File: src/rtl/edge_img_pkg.sv
// Shared BMP definitions for the edge-image loader and writer: header field
// layout, header word generator and the writer state encoding.
package edge_img_pkg;

    localparam logic [15:0] BMP_MAGIC     = 16'h424D;
    localparam int unsigned BMP_HDR_BYTES = 54;
    localparam int unsigned BMP_DIB_BYTES = 40;
    localparam int unsigned BMP_PLANES    = 1;
    localparam int unsigned BMP_BPP       = 8;

    localparam int unsigned OFF_FILE_SIZE = 2;
    localparam int unsigned OFF_DATA_OFF  = 10;
    localparam int unsigned OFF_DIB_SIZE  = 14;
    localparam int unsigned OFF_WIDTH     = 18;
    localparam int unsigned OFF_HEIGHT    = 22;
    localparam int unsigned OFF_PLANES    = 26;
    localparam int unsigned OFF_BPP       = 28;
    localparam int unsigned OFF_IMG_SIZE  = 34;

    typedef enum logic [2:0] {
        ST_IDLE,
        ST_HEADER,
        ST_PIXELS,
        ST_PAD,
        ST_DONE
    } wr_state_t;

    function automatic logic in_field(input logic [31:0] n, input int unsigned off,
                                      input int unsigned len);
        return (n >= off) && (n < off + len);
    endfunction

    // Byte n of the header; multi-byte fields are little-endian, unlisted bytes are zero.
    function automatic logic [7:0] bmp_header_byte(input logic [31:0] n, input logic [31:0] width,
                                                   input logic [31:0] depth, input logic [31:0] pad);
        logic [31:0] field;
        logic [31:0] base;
        logic [31:0] sel;
        logic [31:0] shifted;
        logic [31:0] img_bytes;
        img_bytes = depth * (width + pad);
        field     = 32'd0;
        base      = 32'd0;
        if (n < 32'd2) begin
            field = {16'd0, BMP_MAGIC[7:0], BMP_MAGIC[15:8]};
        end else if (in_field(n, OFF_FILE_SIZE, 4)) begin
            field = BMP_HDR_BYTES + img_bytes;
            base  = OFF_FILE_SIZE;
        end else if (in_field(n, OFF_DATA_OFF, 4)) begin
            field = BMP_HDR_BYTES;
            base  = OFF_DATA_OFF;
        end else if (in_field(n, OFF_DIB_SIZE, 4)) begin
            field = BMP_DIB_BYTES;
            base  = OFF_DIB_SIZE;
        end else if (in_field(n, OFF_WIDTH, 4)) begin
            field = width;
            base  = OFF_WIDTH;
        end else if (in_field(n, OFF_HEIGHT, 4)) begin
            field = depth;
            base  = OFF_HEIGHT;
        end else if (in_field(n, OFF_PLANES, 2)) begin
            field = BMP_PLANES;
            base  = OFF_PLANES;
        end else if (in_field(n, OFF_BPP, 2)) begin
            field = BMP_BPP;
            base  = OFF_BPP;
        end else if (in_field(n, OFF_IMG_SIZE, 4)) begin
            field = img_bytes;
            base  = OFF_IMG_SIZE;
        end
        sel     = n - base;
        shifted = field >> {sel[1:0], 3'b000};
        return shifted[7:0];
    endfunction

    function automatic logic [15:0] bmp_header_word(input logic [31:0] idx, input logic [31:0] width,
                                                    input logic [31:0] depth, input logic [31:0] pad);
        return {bmp_header_byte({idx[30:0], 1'b0}, width, depth, pad),
                bmp_header_byte({idx[30:0], 1'b1}, width, depth, pad)};
    endfunction

endpackage

File: src/rtl/bmp_header_rom.sv
// Header word lookup: index -> 16-bit BMP header word for the configured frame geometry.
module bmp_header_rom
    import edge_img_pkg::*;
#(
    parameter int unsigned WIDTH         = 128,
    parameter int unsigned DEPTH         = 128,
    parameter int unsigned ROW_PAD_BYTES = 8,
    parameter int unsigned IDX_W         = 5
) (
    input  logic [IDX_W-1:0] idx_i,
    output logic [15:0]      word_o
);

    assign word_o = bmp_header_word(32'(idx_i), WIDTH, DEPTH, ROW_PAD_BYTES);

endmodule

File: src/rtl/bmp_stream_writer.sv
// Serialises one frame as 16-bit BMP words: header, then rows of paired pixels plus zero padding.
// Optional running word checksum output when BMP_WRITER_CHECKSUM_EN is defined.
module bmp_stream_writer
    import edge_img_pkg::*;
#(
    parameter int unsigned WIDTH         = 128,
    parameter int unsigned DEPTH         = 128,
    parameter int unsigned HDR_BYTES     = 54,
    parameter int unsigned ROW_PAD_BYTES = 8
) (
    input  logic        clk,
    input  logic        rst_n,
    input  logic        start,
    input  logic [7:0]  pix_data,
    input  logic        pix_valid,
    output logic        pix_ready,
    output logic [15:0] word_data,
    output logic        word_valid,
    input  logic        word_ready,
    output logic        busy,
`ifdef BMP_WRITER_CHECKSUM_EN
    output logic [15:0] checksum,
`endif
    output logic        done
);

    localparam int unsigned HDR_WORDS = HDR_BYTES / 2;
    // With odd WIDTH the first pad word carries the row's last pixel in its high byte.
    localparam int unsigned PAD_WORDS = (ROW_PAD_BYTES + WIDTH % 2) / 2;
    localparam int unsigned COL_W = (WIDTH > 1) ? $clog2(WIDTH) : 1;
    localparam int unsigned ROW_W = (DEPTH > 1) ? $clog2(DEPTH) : 1;
    localparam int unsigned HDR_W = (HDR_WORDS > 1) ? $clog2(HDR_WORDS) : 1;
    localparam int unsigned PAD_W = (PAD_WORDS > 0) ? $clog2(PAD_WORDS + 1) : 1;

    wr_state_t        state_q, state_d;
    logic [15:0]      word_q, word_d;
    logic             word_valid_q, word_valid_d;
    logic [7:0]       hi_q, hi_d;
    logic             hi_full_q, hi_full_d;
    logic [COL_W-1:0] col_q, col_d;
    logic [ROW_W-1:0] row_q, row_d;
    logic [HDR_W-1:0] hdr_q, hdr_d;
    logic [PAD_W-1:0] pad_q, pad_d;
    logic             busy_q, busy_d;
    logic             done_q, done_d;
`ifdef BMP_WRITER_CHECKSUM_EN
    logic [15:0]      sum_q, sum_d;
`endif

    logic [HDR_W-1:0] rom_idx;
    logic [15:0]      rom_word;
    logic             word_fire;
    logic             slot_free;
    logic             pix_fire;
    logic             last_col;

    // While a header word is on the bus the ROM looks one entry ahead.
    assign rom_idx = word_valid_q ? hdr_q + 1'b1 : hdr_q;

    bmp_header_rom #(
        .WIDTH         (WIDTH),
        .DEPTH         (DEPTH),
        .ROW_PAD_BYTES (ROW_PAD_BYTES),
        .IDX_W         (HDR_W)
    ) u_header_rom (
        .idx_i  (rom_idx),
        .word_o (rom_word)
    );

    assign word_fire = word_valid_q && word_ready;
    assign slot_free = !word_valid_q || word_ready;
    assign pix_ready = (state_q == ST_PIXELS) && (!hi_full_q || slot_free);
    assign pix_fire  = pix_valid && pix_ready;
    assign last_col  = (col_q == COL_W'(WIDTH - 1));

    always_comb begin
        state_d      = state_q;
        word_d       = word_q;
        word_valid_d = word_valid_q;
        hi_d         = hi_q;
        hi_full_d    = hi_full_q;
        col_d        = col_q;
        row_d        = row_q;
        hdr_d        = hdr_q;
        pad_d        = pad_q;
        busy_d       = busy_q;
        done_d       = 1'b0;
`ifdef BMP_WRITER_CHECKSUM_EN
        sum_d        = word_fire ? sum_q + word_q : sum_q;
`endif
        if (word_fire) begin
            word_valid_d = 1'b0;
        end
        case (state_q)
            ST_IDLE: begin
                if (start) begin
                    state_d   = ST_HEADER;
                    busy_d    = 1'b1;
                    hdr_d     = '0;
                    col_d     = '0;
                    row_d     = '0;
                    pad_d     = '0;
                    hi_full_d = 1'b0;
`ifdef BMP_WRITER_CHECKSUM_EN
                    sum_d     = 16'h0000;
`endif
                end
            end
            ST_HEADER: begin
                if (!word_valid_q) begin
                    word_d       = rom_word;
                    word_valid_d = 1'b1;
                end else if (word_fire) begin
                    if (hdr_q == HDR_W'(HDR_WORDS - 1)) begin
                        hdr_d   = '0;
                        state_d = ST_PIXELS;
                    end else begin
                        hdr_d        = hdr_q + 1'b1;
                        word_d       = rom_word;
                        word_valid_d = 1'b1;
                    end
                end
            end
            ST_PIXELS: begin
                if (pix_fire) begin
                    col_d = last_col ? '0 : col_q + 1'b1;
                    if (hi_full_q) begin
                        word_d       = {hi_q, pix_data};
                        word_valid_d = 1'b1;
                        hi_full_d    = 1'b0;
                    end else begin
                        hi_d      = pix_data;
                        hi_full_d = 1'b1;
                    end
                    if (last_col) begin
                        state_d = ST_PAD;
                        pad_d   = '0;
                    end
                end
            end
            ST_PAD: begin
                if (pad_q != PAD_W'(PAD_WORDS)) begin
                    if (slot_free) begin
                        word_d       = {hi_full_q ? hi_q : 8'h00, 8'h00};
                        word_valid_d = 1'b1;
                        hi_full_d    = 1'b0;
                        pad_d        = pad_q + 1'b1;
                    end
                end else if (row_q != ROW_W'(DEPTH - 1)) begin
                    row_d   = row_q + 1'b1;
                    state_d = ST_PIXELS;
                end else if (slot_free) begin
                    // Last row: leave only once the final word has been taken.
                    row_d   = '0;
                    state_d = ST_DONE;
                    done_d  = 1'b1;
                end
            end
            ST_DONE: begin
                state_d = ST_IDLE;
                busy_d  = 1'b0;
            end
            default: state_d = ST_IDLE;
        endcase
    end

    always_ff @(posedge clk) begin
        if (!rst_n) begin
            state_q      <= ST_IDLE;
            word_q       <= 16'h0000;
            word_valid_q <= 1'b0;
            hi_q         <= 8'h00;
            hi_full_q    <= 1'b0;
            col_q        <= '0;
            row_q        <= '0;
            hdr_q        <= '0;
            pad_q        <= '0;
            busy_q       <= 1'b0;
            done_q       <= 1'b0;
`ifdef BMP_WRITER_CHECKSUM_EN
            sum_q        <= 16'h0000;
`endif
        end else begin
            state_q      <= state_d;
            word_q       <= word_d;
            word_valid_q <= word_valid_d;
            hi_q         <= hi_d;
            hi_full_q    <= hi_full_d;
            col_q        <= col_d;
            row_q        <= row_d;
            hdr_q        <= hdr_d;
            pad_q        <= pad_d;
            busy_q       <= busy_d;
            done_q       <= done_d;
`ifdef BMP_WRITER_CHECKSUM_EN
            sum_q        <= sum_d;
`endif
        end
    end

    assign word_data  = word_q;
    assign word_valid = word_valid_q;
    assign busy       = busy_q;
    assign done       = done_q;
`ifdef BMP_WRITER_CHECKSUM_EN
    assign checksum   = sum_q;
`endif

endmodule

File: config.mk
export PLATFORM = sky130hd
export DESIGN_NAME = bmp_stream_writer
export DESIGN_NICKNAME = d
export VERILOG_FILES = /design/src/rtl/edge_img_pkg.sv /design/src/rtl/bmp_header_rom.sv /design/src/rtl/bmp_stream_writer.sv
export SDC_FILE = /design/constraint.sdc
export NUM_CORES = 1
export LEC_CHECK = 0
export CAP_MARGIN = 10
export CORE_ASPECT_RATIO = 2
export CORE_MARGIN = 2
export CORE_UTILIZATION = 56
export DETAILED_ROUTE_END_ITERATION = 8
export PLACE_DENSITY = 0.79
export SETUP_SLACK_MARGIN = 0.3
export SYNTH_ARGS = -nofsm -noshare
export SYNTH_HDL_FRONTEND = slang
export SYNTH_SLANG_ARGS = --single-unit
File: constraint.sdc
create_clock -name clk -period 2.3 [get_ports clk]
set_input_delay 0.23 -clock clk [delete_from_list [all_inputs] [get_ports clk]]
set_output_delay 0.23 -clock clk [all_outputs]
set_load 0.005 [all_outputs]
# After elaboration in Yosys (flattened, before gate mapping)
# Index checks and enable logic that the tools add are counted.
dict set report word_totals {
  reg_bits 53
  in_bits 13
  out_inout_bits 20
  elab_cells 210
}
dict set report op_classes {
  addsub 6
  order_cmp 34
  eq_ne 21
  n_shift 2
  n_mux 93
  n_bitwise 3
  reduce_logical 40
}
# cell count
set ops {}
lappend ops {{$mux 32} 16}
lappend ops {{$mux 16} 7}
lappend ops {{$shr 32x5->8} 2}
lappend ops {{$lt 6x5->1 const B} 10}
lappend ops {{$ge 6x5->1 const B} 8}
lappend ops {{$pmux 16 s3} 1}
lappend ops {{$mux 3} 14}
lappend ops {{$mux 7} 6}
lappend ops {{$mux 2} 18}
lappend ops {{$mux 15} 2}
lappend ops {{$pmux 7 s2} 2}
lappend ops {{$mux 5} 5}
lappend ops {{$ge 6x4->1 const B} 4}
lappend ops {{$ne 2x2->1 const B} 10}
lappend ops {{$logic_and 1x1->1} 19}
lappend ops {{$mux 1} 15}
lappend ops {{$add 7x1->7 const B} 2}
lappend ops {{$ge 6x2->1 const B} 2}
lappend ops {{$ge 6x6->1 const B} 2}
lappend ops {{$lt 6x2->1 const B} 2}
lappend ops {{$lt 6x3->1 const B} 2}
lappend ops {{$lt 6x4->1 const B} 2}
lappend ops {{$lt 6x6->1 const B} 2}
lappend ops {{$ne 3x3->1 const B} 4}
lappend ops {{other kinds (29)} 42}

# Longest topological paths before layout
dict set report logic_depth {
  depth_word 19
  depth_mapped 8
  mapped_depth_nobuf 7
}

# Hierarchy
# A second synthesis with hierarchy kept.
dict set report hier_totals {
  hier_cells 329
  area_unflattened_um2 2825.2
}
# mod instances cells_per_inst area_per_inst_um2 seq_area_each_um2
set modules_own_cells {}
lappend modules_own_cells {bmp_stream_writer 1 306 2656.3 1061.0}
lappend modules_own_cells {bmp_header_rom 1 23 168.9 0.0}

# Least setup slack after synthesis
# No wires, ideal clock.
dict set report synth_path {
  path_kind {reg-to-reg}
  from {register hdr_q[0]}
  to {register word_q[2], in the netlist word_data[2]}
  arrival_ns 1.809
  required_time_ns 2.230
  setup_slack_ns 0.421
  path_stages_with_launch 9
  n_path_buf 1
  period_less_slack_ns 1.879
  cell_sequence {dfxtp_1 > inv_1 > ha_1 > clkbuf_1 > nand2_1 > o311ai_0 > o2111a_1 > a21oi_1 > a21oi_1}
}
dict set report synth_between {
  elab_chain_cells 19
  elab_cells_between_ends 54
  classes_between {2 x add/sub; 17 x order compare; 2 x eq/ne; 1 x shift; 23 x mux; 9 x reduce/logical}
}
# item line_no
set synth_lines {}
lappend synth_lines {{start: declaration} bmp_stream_writer.sv:42} ;# logic [HDR_W-1:0] hdr_q, hdr_d;
lappend synth_lines {{start signal: assignment} bmp_stream_writer.sv:191} ;# hdr_q <= hdr_d;
lappend synth_lines {{$add 5x1->5} bmp_stream_writer.sv:58} ;# assign rom_idx = word_valid_q ? hdr_q + 1'b1 : hdr_q;
lappend synth_lines {{$mux 5} bmp_stream_writer.sv:58}
lappend synth_lines {{$ge 6x6->1 / $lt 6x6->1 (equally long branches)} edge_img_pkg.sv:30} ;# return (n >= off) && (n < off + len);
lappend synth_lines {{$logic_and 1x1->1} edge_img_pkg.sv:30}
lappend synth_lines {{$mux 2} edge_img_pkg.sv:67} ;# end else if (in_field(n, OFF_IMG_SIZE, 4)) begin
lappend synth_lines {{$mux 2} edge_img_pkg.sv:64} ;# end else if (in_field(n, OFF_BPP, 2)) begin
lappend synth_lines {{$mux 2} edge_img_pkg.sv:61} ;# end else if (in_field(n, OFF_PLANES, 2)) begin
lappend synth_lines {{$mux 2} edge_img_pkg.sv:58} ;# end else if (in_field(n, OFF_HEIGHT, 4)) begin
lappend synth_lines {{(+3 left out)} n/a}
lappend synth_lines {{$mux 2} edge_img_pkg.sv:46} ;# end else if (in_field(n, OFF_FILE_SIZE, 4)) begin
lappend synth_lines {{$mux 2} edge_img_pkg.sv:44} ;# if (n < 32'd2) begin
lappend synth_lines {{$sub 2x2->2} edge_img_pkg.sv:71} ;# sel = n - base;
lappend synth_lines {{$shr 32x5->8} edge_img_pkg.sv:72} ;# shifted = field >> {sel[1:0], 3'b000};
lappend synth_lines {{$mux 16} bmp_stream_writer.sv:114} ;# if (hdr_q == HDR_W'(HDR_WORDS - 1)) begin
lappend synth_lines {{$mux 16} bmp_stream_writer.sv:113} ;# end else if (word_fire) begin
lappend synth_lines {{$mux 16} bmp_stream_writer.sv:110} ;# if (!word_valid_q) begin
lappend synth_lines {{$pmux 16 s3} bmp_stream_writer.sv:94} ;# case (state_q)
lappend synth_lines {{end signal: assignment} bmp_stream_writer.sv:185} ;# word_q <= word_d;
lappend synth_lines {{end: declaration} bmp_stream_writer.sv:36} ;# logic [15:0] word_q, word_d;
# Several ways; a longest one is shown, not always the timed one. The select of a mux whose other input is x is not followed.
# A chain may end at the register's enable or synchronous reset.

# Final worst setup path
dict set report layout_path {
  from {register state_q[0]}
  to {output pix_ready}
}
dict set report layout_between {
  elab_chain_cells 2
}
# item line_no
set layout_lines {}
lappend layout_lines {{start: declaration} bmp_stream_writer.sv:35} ;# wr_state_t state_q, state_d;
lappend layout_lines {{start signal: assignment} bmp_stream_writer.sv:184} ;# state_q <= state_d;
lappend layout_lines {{$eq 3x2->1} bmp_stream_writer.sv:72} ;# assign pix_ready = (state_q == ST_PIXELS) && (!hi_full_q || slot_free);
lappend layout_lines {{$logic_and 1x1->1} bmp_stream_writer.sv:72}
lappend layout_lines {{end: declaration} bmp_stream_writer.sv:16} ;# output logic pix_ready,
# Every way passes these cells.

==> impl_metrics.ini <==
[timing]
finalCritPeriodShare_pct = 87.03
hold_violations = 0
finClkSkew_ps = 9.721
clock.fmax_mhz = 499.6
finalMaxSlewViolations = 0
hold_ws_ps = 473.4
rsz0062_at_grt = true
setup_viol = 0
slew-limit-headroom_pct = 73.09
worstMarginPinSlew_ps = 400.6
period_needed_ps = 2002
setup_tns_ps = 0

[clocking]
cts_inserted_buffers = 5
clock_sink_count = 53
cts-root-buf = clkbuf_8
clkTransAtPathRegs_ps = 100
clock_latency_ps = 310
cts_tree = done
htree_levels = 2
clk_path_buf_depth = 2
cts.hold.buffers_added = 0

[global_routing]
antenna_found_initial = 0
grt_pass1_vias = 2699
grt_use_met3_pct = 3.365
busiest_layer = met2
track_usage_pct = 26.07
grt_overflow = 0
grt_pass1_wl_mm = 12.41
gr-usage-met1_pct = 26.02
grtUsageMet2_pct = 50.34
grt_max_degree = 45

[setup_path]
start_kind = register
cp-endpoint = pix_ready
worstReg2RegEnd = word_data[9]$_SDFFE_PN0P_
r2r_start = hdr_q[0]$_SDFFE_PN0P_
critPathMaxFanout = 12
worstSetupEndpointType = output pin
path_class = reg -> out
critical_path.startpoint = state_q[0]$_SDFFE_PN0P_
reg2reg_slack_ps = 370
cp.required_ps = 2070
r2r_cells = 8
arrival_ps = 1770

[die]
fp.dieH_um = 107.4
io_pins = 33
dieArea_mm2 = 0.005983
initial_core_util_pct = 58.27
rows = 37
die_w_um = 55.71
core_region_area_mm2 = 0.005139

[pwr]
irDropWorstVdd_mv = 0.4977
p_per_area_mw_per_mm2 = 660.5
power.leakage_nw = 1.319

[logic_synthesis]
ys_top_cells_by_count = dfxtp_1, nor2_1, nand2_1
synth_nets = 381
synthFlopType = dfxtp_1
synth_warnings = 0
synth_most_common_cell = dfxtp_1
syn_area_mm2 = 0.002994
async_flop_share_pct = 0
synth.top_cell.area_share_pct = 35.44
synth.distinct_cells = 64
synth_area_leaders = dfxtp_1, o21ai_0, nor2_1
synth_edf_count = 0
seq_area_frac_synth_pct = 35.44
ys_seq_elements = 53
syn_inst = 362
syn-mean-instance-area_um2 = 8.271
synth_top_cell_by_area = dfxtp_1

[hold_path]
holdCritPathClass = reg -> reg

[final_layout]
antenna_cells = 0
drive_above_1_share_pct = 14.96
fin_nets = 419
fillCellCount = 428
layout-area-overhead-vs-synth_pct = 20.98

[route]
drtAntennaViolNets = 0
drt-total-wl_mm = 7.524
via_per_inst = 6.107
detailedRoute.firstPassIterationCount = 4
routedWlPerCell_um = 16.39
drc = 0
num_vias = 2803
dr.first_iter.drc_count = 100

[flow_run]
drv.max_cap_violation_count = 0

[place]
dp_hpwl_mm = 5.403
gp_congestion = 0.9585
portBuffers = 32

[status]
status = completed
repair_timing:
| item | CTS | global route |
|---|---|---|
| hold endpoints to repair | 0 | 0 |
| cloned | 0 | 0 |
| buffers inserted | 1 | 5 |
| pin swaps | 0 | 0 |
| setup endpoints to repair | 5 | 8 |
| resized for setup | 9 | 5 |
area by class of cell:
cell class	instances	area, µm²	share of cell area, %
Clock inverter	2	37.54	1.036
Timing Repair Buffer	57	508.0	14.02
Clock buffer	6	82.58	2.280
Multi-Input combinational cell	278	1829	50.50
Inverter	5	18.77	0.5181
Sequential cell	53	1074	29.64
Tap cell	58	72.57	2.003
worst max-delay path: stages (launching register included):
cell	delay [ps]
dfxtp_4	390
or3b_4	430
a21oi_2	130
clkdlybuf4s50_1	510
logic make-up after synthesis:
kind of cell	Yosys count	synth area share (%)
AO/OA/AOI/OAI	97	21.31
XOR/XNOR	13	3.803
adder cells (fa/ha/maj)	6	2.507
buffers and inverters	31	4.680
flip-flops	53	35.44
multiplexers	11	3.719
AND/OR/NAND/NOR	151	28.54
sequential cells by signal (all words and copies together), names as in the netlist:
name        count
done            1
hi_q            8
busy            1
state_q         3
word_data      16
col_q           7
word_valid      1
row_q           7
hdr_q           5
pad_q           3
hi_full_q       1
worst min path at each step:
stage,start,end,cells after the start
2_1_floorplan,pix_data[0],word_data[0]$_SDFFE_PN0P_,2
3_3_place_gp,col_q[6]$_SDFFE_PN0P_,col_q[6]$_SDFFE_PN0P_,2
3_5_place_dp,word_data[5]$_SDFFE_PN0P_,word_data[5]$_SDFFE_PN0P_,2
4_1_cts,word_data[5]$_SDFFE_PN0P_,word_data[5]$_SDFFE_PN0P_,2
5_1_grt,hi_q[7]$_SDFFE_PN0P_,word_data[15]$_SDFFE_PN0P_,2
6_report,word_data[5]$_SDFFE_PN0P_,word_data[5]$_SDFFE_PN0P_,2
metrics by stage:
step | worst slack, ps | total power [W] | instances | instance area [µm²] | utilization [%]
after floorplan | 421.5 | 0.001450 | 362 | 2994 | -
after global placement | 145.3 | 0.001700 | 445 | 3408 | 66.33
after detailed placement | 144.1 | 0.001716 | 445 | 3408 | 66.33
after CTS | 238.5 | 0.002390 | 454 | 3551 | 69.10
after global routing | 268.8 | 0.002500 | 459 | 3622 | 70.49
final | 298.2 | 0.002392 | 459 | 3622 | 70.49
placed cells by master, fill, tap and decap left out, types with 3 or more instances in the layout:
cell type	n
a21oi_1	21
xnor2_1	7
nand2_1	30
nand2b_1	8
xor2_1	5
clkbuf_8	6
and2_1	3
nor2_1	31
a21boi_1	7
dfxtp_1	49
nor3_1	7
inv_1	5
ha_1	5
o21ai_1	3
clkdlybuf4s50_1	32
o21ai_0	27
nand4_1	9
mux2i_1	10
o22ai_1	3
nor2b_1	15
buf_4	25
a31oi_1	7
dfxtp_4	3
a21boi_0	4
nand3_1	15
nor3b_1	4
and3_1	7
power by group:
part / switching, W / total (W) / internal, W
registers: 0.0000694 / 0.00107 / 0.000996
logic: 0.000335 / 0.000664 / 0.000329
clock network: 0.000310 / 0.000663 / 0.000354
total: 0.000714 / 0.00239 / 0.00168
layer usage:
metal / share of wire, % / up-vias
met2: 58 / 65
li1: - / 1371
met4: 3.6 / 0
met5: 0 / -
met3: 2.5 / 21
met1: 36 / 1346
Note: power is estimated with default switching activity, not from simulation.
